**config.mk**
```make
export PLATFORM = sky130hd
export DESIGN_NAME = priority_arbiter_ctrl
export DESIGN_NICKNAME = d
export VERILOG_FILES = /design/src/rtl/priority_arbiter_ctrl.sv
export SDC_FILE = /design/constraint.sdc
export NUM_CORES = 1
export LEC_CHECK = 0
export BUFFER_PORTS_ARGS = -buffer_cell sky130_fd_sc_hd__buf_2
export CELL_PAD_IN_SITES_DETAIL_PLACEMENT = 1
export CELL_PAD_IN_SITES_GLOBAL_PLACEMENT = 1
export CORE_MARGIN = 5
export CORE_UTILIZATION = 40
export CTS_BUF_LIST = sky130_fd_sc_hd__clkbuf_16
export CTS_CLUSTER_SIZE = 28
export DETAILED_ROUTE_END_ITERATION = 16
export GPL_TIMING_DRIVEN = 0
export PLACE_DENSITY_LB_ADDON = 0.1
export SLEW_MARGIN = 20
export SYNTH_ARGS = -nofsm -noshare
export SYNTH_HDL_FRONTEND = slang
export SYNTH_SLANG_ARGS = --single-unit
```
**constraint.sdc**
```tcl
create_clock -name i_clk -period 5.34 [get_ports i_clk]
set_clock_uncertainty 0.1 [all_clocks]
set_input_delay 1.068 -clock i_clk [delete_from_list [all_inputs] [get_ports i_clk]]
set_output_delay 1.068 -clock i_clk [all_outputs]
set_load 0.05 [all_outputs]
```
**src/rtl/priority_arbiter_ctrl.sv**
```systemverilog
// Four-requester access controller with fixed or rotating priority, hold timeout
// and fully registered grant outputs.
module priority_arbiter_ctrl #(
    parameter int MAX_HOLD = 16,
    parameter int HOLD_W   = 5
) (
    input  logic       i_clk,
    input  logic       i_rst_n,
    input  logic [3:0] i_req,
    input  logic       i_rr_en,
    input  logic       i_release,
    output logic [3:0] o_gnt,
    output logic [1:0] o_gnt_id,
    output logic       o_gnt_vld,
    output logic       o_timeout
);

    typedef enum logic [0:0] {
        ST_IDLE  = 1'b0,
        ST_GRANT = 1'b1
    } state_t;

    localparam logic [HOLD_W-1:0] HOLD_LAST = HOLD_W'(MAX_HOLD - 1);

    state_t            r_state;
    logic [HOLD_W-1:0] r_hold;
    logic [1:0]        r_ptr;
    logic [3:0]        r_gnt;
    logic [1:0]        r_gnt_id;
    logic              r_gnt_vld;
    logic              r_timeout;

    logic [1:0]        w_win_id;
    logic [1:0]        w_idx;
    logic              w_win_any;
    logic              w_owner_drop;

    // Winner selection; the last matching assignment in each loop is the highest priority.
    always_comb begin
        w_win_id     = 2'd0;
        w_idx        = 2'd0;
        w_win_any    = |i_req;
        w_owner_drop = ~i_req[r_gnt_id];
        if (i_rr_en) begin
            for (int k = 3; k >= 0; k--) begin
                w_idx    = r_ptr - 2'(k);
                w_win_id = i_req[w_idx] ? w_idx : w_win_id;
            end
        end else begin
            for (int k = 0; k < 4; k++) begin
                w_win_id = i_req[k] ? 2'(k) : w_win_id;
            end
        end
    end

    // Arbitration state machine with registered grant, hold counter and timeout pulse.
    always_ff @(posedge i_clk or negedge i_rst_n) begin
        if (!i_rst_n) begin
            r_state   <= ST_IDLE;
            r_hold    <= {HOLD_W{1'b0}};
            r_ptr     <= 2'd3;
            r_gnt     <= 4'b0000;
            r_gnt_id  <= 2'd0;
            r_gnt_vld <= 1'b0;
            r_timeout <= 1'b0;
        end else begin
            case (r_state)
                ST_IDLE: begin
                    r_timeout <= 1'b0;
                    if (w_win_any) begin
                        r_gnt     <= 4'b0001 << w_win_id;
                        r_gnt_id  <= w_win_id;
                        r_gnt_vld <= 1'b1;
                        r_hold    <= {HOLD_W{1'b0}};
                        r_state   <= ST_GRANT;
                        if (i_rr_en) begin
                            r_ptr <= w_win_id - 2'd1;
                        end else begin
                            r_ptr <= r_ptr;
                        end
                    end else begin
                        r_state <= ST_IDLE;
                    end
                end
                ST_GRANT: begin
                    if (i_release || w_owner_drop || (r_hold == HOLD_LAST)) begin
                        // A voluntary exit on the last hold cycle is not a revocation.
                        r_timeout <= ~i_release & ~w_owner_drop;
                        r_gnt     <= 4'b0000;
                        r_gnt_id  <= 2'd0;
                        r_gnt_vld <= 1'b0;
                        r_hold    <= {HOLD_W{1'b0}};
                        r_state   <= ST_IDLE;
                    end else begin
                        r_timeout <= 1'b0;
                        r_hold    <= r_hold + {{(HOLD_W-1){1'b0}}, 1'b1};
                    end
                end
                default: begin
                    r_state   <= ST_IDLE;
                    r_gnt     <= 4'b0000;
                    r_gnt_id  <= 2'd0;
                    r_gnt_vld <= 1'b0;
                    r_timeout <= 1'b0;
                    r_hold    <= {HOLD_W{1'b0}};
                end
            endcase
        end
    end

    assign o_gnt     = r_gnt;
    assign o_gnt_id  = r_gnt_id;
    assign o_gnt_vld = r_gnt_vld;
    assign o_timeout = r_timeout;

endmodule

```
Word level (Yosys, flattened, before mapping)
Cells that the tools add are included.
{"block": "op_classes", "n_addsub": 5, "magnitude_cmp": 5, "eq_ne": 3, "shift": 1, "muxes": 35, "n_bitwise": 4, "n_reduce_logical": 5}
{"op": "2-bit 2-to-1 mux", "n": 9}
{"op": "2-bit by 3-bit < comparator with 1-bit output, second input constant", "n": 5}
{"op": "1-bit 2-to-1 mux", "n": 11}
{"op": "1-bit binary-select mux with 2-bit select", "n": 5}
{"op": "5-bit 2-to-1 mux", "n": 2}
{"op": "5-bit one-hot mux with 2 select lines", "n": 1}
{"op": "4-bit 2-to-1 mux", "n": 2}
{"op": "4-bit one-hot mux with 2 select lines", "n": 1}
{"op": "1-bit one-hot mux with 2 select lines", "n": 3}
{"op": "5-bit by 1-bit adder with 5-bit output, second input constant", "n": 1}
{"op": "5-bit by 4-bit equality test with 1-bit output, second input constant", "n": 1}
{"op": "2-bit one-hot mux with 2 select lines", "n": 1}
{"op": "4-bit OR reduction", "n": 1}
{"op": "1-bit by 2-bit left shift with 4-bit output, first input constant", "n": 1}
{"op": "2-bit by 1-bit subtractor with 2-bit output, second input constant", "n": 2}
{"op": "2-bit subtractor, second input constant", "n": 2}
{"op": "1-bit inverter", "n": 3}
{"op": "3-bit AND reduction", "n": 1}
{"op": "1-bit logical OR", "n": 2}
{"op": "2-bit by 1-bit inequality test with 1-bit output, second input constant", "n": 1}
{"op": "2-bit inequality test, second input constant", "n": 1}
{"op": "2-bit AND reduction", "n": 1}
{"op": "1-bit bitwise AND", "n": 1}
{"block": "word_totals", "ff_bits": 16, "in_bits": 8, "output_inout_bits": 8, "word_cells": 65}

Longest topological paths before layout
{"block": "depth", "ltp_word": 11, "depth_mapped": 7, "depth_no_buf": 7}

Worst setup path after synthesis
OpenSTA, ideal clock, no wires.
{"block": "synth_path", "kind": "input to register", "start": "input port i_req[1]", "end": "register r_gnt[3], in the netlist o_gnt[3]", "setup_ps": 121, "t_arrival_ps": 2087, "t_required_ps": 5119, "setup_slack_ps": 3032, "stages": 5, "path_buffers": 1, "cell_sequence": "buf_6 mux4_2 nand2_2 nand2_2 a32o_2"}
{"block": "synth_via", "elab_chain_len": 10, "word_cells_on_any_way": 28, "classes_between": "eq/ne: 2; shift: 1; mux: 20; bitwise: 1; reduce/logical: 4"}
{"element": "from (decl)", "line": "9", "text": "input logic [3:0] i_req,"}
{"element": "1-bit binary-select mux with 2-bit select", "line": "47", "text": "w_win_id = i_req[w_idx] ? w_idx : w_win_id;"}
{"element": "1-bit 2-to-1 mux (not written as such)", "line": "47"}
{"element": "2-bit 2-to-1 mux (4 in series)", "line": "47"}
{"element": "2-bit 2-to-1 mux", "line": "44", "text": "if (i_rr_en) begin"}
{"element": "1-bit by 2-bit left shift with 4-bit output", "line": "71", "text": "r_gnt <= 4'b0001 << w_win_id;"}
{"element": "4-bit 2-to-1 mux", "line": "70", "text": "if (w_win_any) begin"}
{"element": "4-bit one-hot mux with 2 select lines", "line": "67", "text": "case (r_state)"}
{"element": "to (signal assigned)", "line": "71"}
{"element": "to (decl)", "line": "28", "text": "logic [3:0] r_gnt;"}
Several ways; a longest one is shown, not always the timed one. The select of a mux whose other input is x is not followed.
A chain may end at the register's enable or synchronous reset.

Worst setup path in the final report
{"block": "layout_path", "start": "input port i_req[2]", "end": "register r_gnt[3], in the netlist o_gnt[3]"}
The elaborated chain is that of the path after synthesis.

==> qor.json <==
{
  "status": {
    "run_status": "complete, no violations"
  },
  "clocking": {
    "clock-sinks": 16,
    "clk_root_buffer_cell": "sky130_fd_sc_hd__clkbuf_16",
    "cts_made_buffers": 3,
    "tritoncts": "built",
    "h-tree-depth": 1,
    "ctsHoldBuffers": 0,
    "post_cts_resized": 0,
    "clock_network_latency_to_the_later_pin_of_the_worst_skew_pair_ns": 0.25,
    "clk_path_buf_depth": 2,
    "cts.reportedPaths.clkPinSlew_ns": 0.05,
    "post_cts.repair.setup_buffers": 0
  },
  "sta": {
    "final_sum_of_negative_setup_slack_ns": 0,
    "slew_violations": 0,
    "setup_viol_count_final": 0,
    "final_period_minus_worst_setup_slack_ns": 2.23,
    "clock.fmax_mhz": 449,
    "rsz_0062_raised_after_global_routing": "false",
    "hold_viol": 0,
    "timing.final.crit_share_pct": 41.7,
    "timing.max_slew.rel_slack_pct": 67.4,
    "worstMarginPinSlew_ns": 0.488
  },
  "logic_synthesis": {
    "synth.area.top_cells": "sky130_fd_sc_hd__dfrtp_1 40%, sky130_fd_sc_hd__dfstp_2 6.0%, sky130_fd_sc_hd__a32o_1 3.4%",
    "yosysWarnings": 0,
    "seq_area_frac_synth_pct": 45.7,
    "syn_nets": 87,
    "postSynthRegisterBits": 16,
    "netlist-cell-type-count": 40,
    "post-synth-top-area-cell": "sky130_fd_sc_hd__dfrtp_1",
    "synth_top_area_share_pct": 39.7,
    "mapped_area_sq_um": 882,
    "syn_area_per_cell_sq_um": 11.5,
    "synth_cells": 77
  },
  "worst_setup_path": {
    "cp-start-kind": "primary input",
    "timing.critical_path.cells": "buf_2 -> and3b_1 -> a211oi_4 -> a31oi_2 -> a32o_2",
    "worst_ep_required_time_ns": 5.37,
    "cp.arrival_ns": 2.26,
    "critical_path_class": "primary input to flop",
    "worst-path-max-fanout": 9,
    "max_stage_delay_ns": 0.32,
    "critPathCaptureType": "flop",
    "critical_path.slowest_cell": "sky130_fd_sc_hd__a211oi_4"
  },
  "layout": {
    "n_antenna_cell": 0,
    "layout-drive-gt1-share_pct": 31.6,
    "layout_common_cells": "14 x sky130_fd_sc_hd__buf_2, 14 x sky130_fd_sc_hd__dfrtp_1, 4 x sky130_fd_sc_hd__nor3b_1, 4 x sky130_fd_sc_hd__a31oi_1",
    "number_of_inserted_filler_cells_in_the_final_layout": 244,
    "final_design_area_no_fill_sq_mm": 0.00107,
    "area.growth.synth_to_final_pct": 20.9,
    "final_net_count": 106
  },
  "global_routing": {
    "grt_antenna_before_repair": 0,
    "globalRouteTotalUtil_pct": 14.6,
    "globalRoute.totalOverflow": 0,
    "grt_pass1_wl_um": 3640,
    "grt_max_degree": 17,
    "number_of_global_route_vias_before_repair": 772
  },
  "route": {
    "num_vias": 721,
    "via_per_inst": 5.86,
    "wl_per_cell_um": 16.6,
    "post_detailed_route_drc_marker_count": 0,
    "ant_nets": 0,
    "first_iter_violations": 11,
    "detailed_routing_iteration_count_for_the_pre_antenna_repair_pass": 4,
    "routed_wirelength_um": 2040
  },
  "placed_design": {
    "place_hpwl_um": 1570,
    "routability_congestion": 0.724,
    "buffer_ports.inserted": 14,
    "placed_cell_area_sq_um": 987
  },
  "power_and_ir_drop": {
    "pwr_density_cell_mw_per_mm2": 531,
    "p_leak_nw": 0.491,
    "worst_ir_drop_vdd_uv": 279
  },
  "die": {
    "num_rows": 17,
    "core-area_sq_mm": 0.00215,
    "floorplan.initialDensity_pct": 41.1,
    "die_area_sq_mm": 0.00324,
    "io_pins": 16,
    "fp.dieH_um": 57.0,
    "dieWidth_um": 57.0
  },
  "worst_hold_path": {
    "worst_hold_path_type": "flop to flop"
  },
  "run": {
    "cap_violations": 0
  }
}
==> logic make-up after synthesis <==
logic type,after synthesis,share of synthesized area [%]
compound gates,27,25.8
xor+xnor,1,0.993
fa+ha+maj,2,2.84
buf+inv,4,2.55
flops,16,45.7
mux,2,3.83
simple gates,25,18.3
==> Yosys cell counts (all sizes together) <==
cell type	n
a2111o	1
a211oi	1
a21boi	2
a21o	1
a21oi	2
a22o	2
a31o	1
a31oi	5
a32o	5
and2	1
and2b	1
and3	1
and3b	1
and4b	1
buf	1
dfrtp	14
dfstp	2
ha	2
inv	3
mux2	1
mux4	1
nand2	6
nand3	1
nor2	3
nor3	2
nor3b	4
nor4	1
nor4bb	1
o21a	1
o21ai	3
o22ai	1
o311ai	1
o32a	1
or2	1
or3	1
xor2	1
==> worst paths after layout <==
| path | startpoint | depth (start not counted) | endpoint | slack, ns |
|---|---|---|---|---|
| max | i_req[2] | 5 | o_gnt[3] | 3.11 |
| min | o_gnt_vld | 1 | o_gnt_vld | 0.37 |
| max reg2reg | r_hold[0] | 7 | r_hold[2] | 3.21 |
| min reg2reg | o_gnt_vld | 1 | o_gnt_vld | 0.37 |
| max in group asynchronous | i_rst_n | 1 | r_ptr[1] | 4.20 |
| min in group asynchronous | i_rst_n | 1 | o_timeout | 0.63 |
==> worst max-delay path, delay by kind of cell <==
kind,cells,cell delay [ns]
AOI/OAI and AO/OA,3,0.80
and+or+nand+nor,1,0.22
buffers and inverters,1,0.17
==> layer usage <==
layer | GRT usage, % | vias up | routed length [um]
li1 | - | 343 | -
met5 | 0 | - | 0
met3 | 3.17 | 2 | 60
met4 | 5.96 | 0 | 12
met1 | 18.0 | 366 | 925
met2 | 24.6 | 10 | 1040
==> cell type report <==
cell class                 count  area, sq um  area share, %
buffer                         1         11.3           1.06
clock buffer                   3         75.1           7.04
clock inverter                 1         3.75          0.352
inverter                       3         11.3           1.06
multi-input combinational     57          457           42.8
sequential                    16          403           37.8
tap                           28         35.0           3.29
timing repair buffer          14         70.1           6.57
==> metrics by stage <==
step	cells	setup slack (ns)	power [mW]	hold slack [ns]	util, %
after floorplan	77	3.03	0.365	0.365	-
after global placement	119	2.87	0.419	0.357	46.0
after detailed placement	119	2.85	0.425	0.362	46.0
after CTS	123	3.11	0.576	0.374	49.6
after global routing	123	3.01	0.604	0.407	49.6
final	123	3.11	0.567	0.369	49.6
==> flip-flops by register name, indices dropped and copies added (netlist names) <==
signal and count:
o_gnt 4, o_gnt_vld 1, r_ptr 2, o_gnt_id 2
r_state 1, o_timeout 1, r_hold 5
==> power breakdown <==
part | leakage (nW) | total (mW) | internal, mW | switching, mW
Combinational | 0.246 | 0.221 | 0.0738 | 0.147
Clock | 0.0385 | 0.146 | 0.0993 | 0.0468
Sequential | 0.206 | 0.200 | 0.163 | 0.0367
Note: power is estimated with default switching activity, not from simulation.
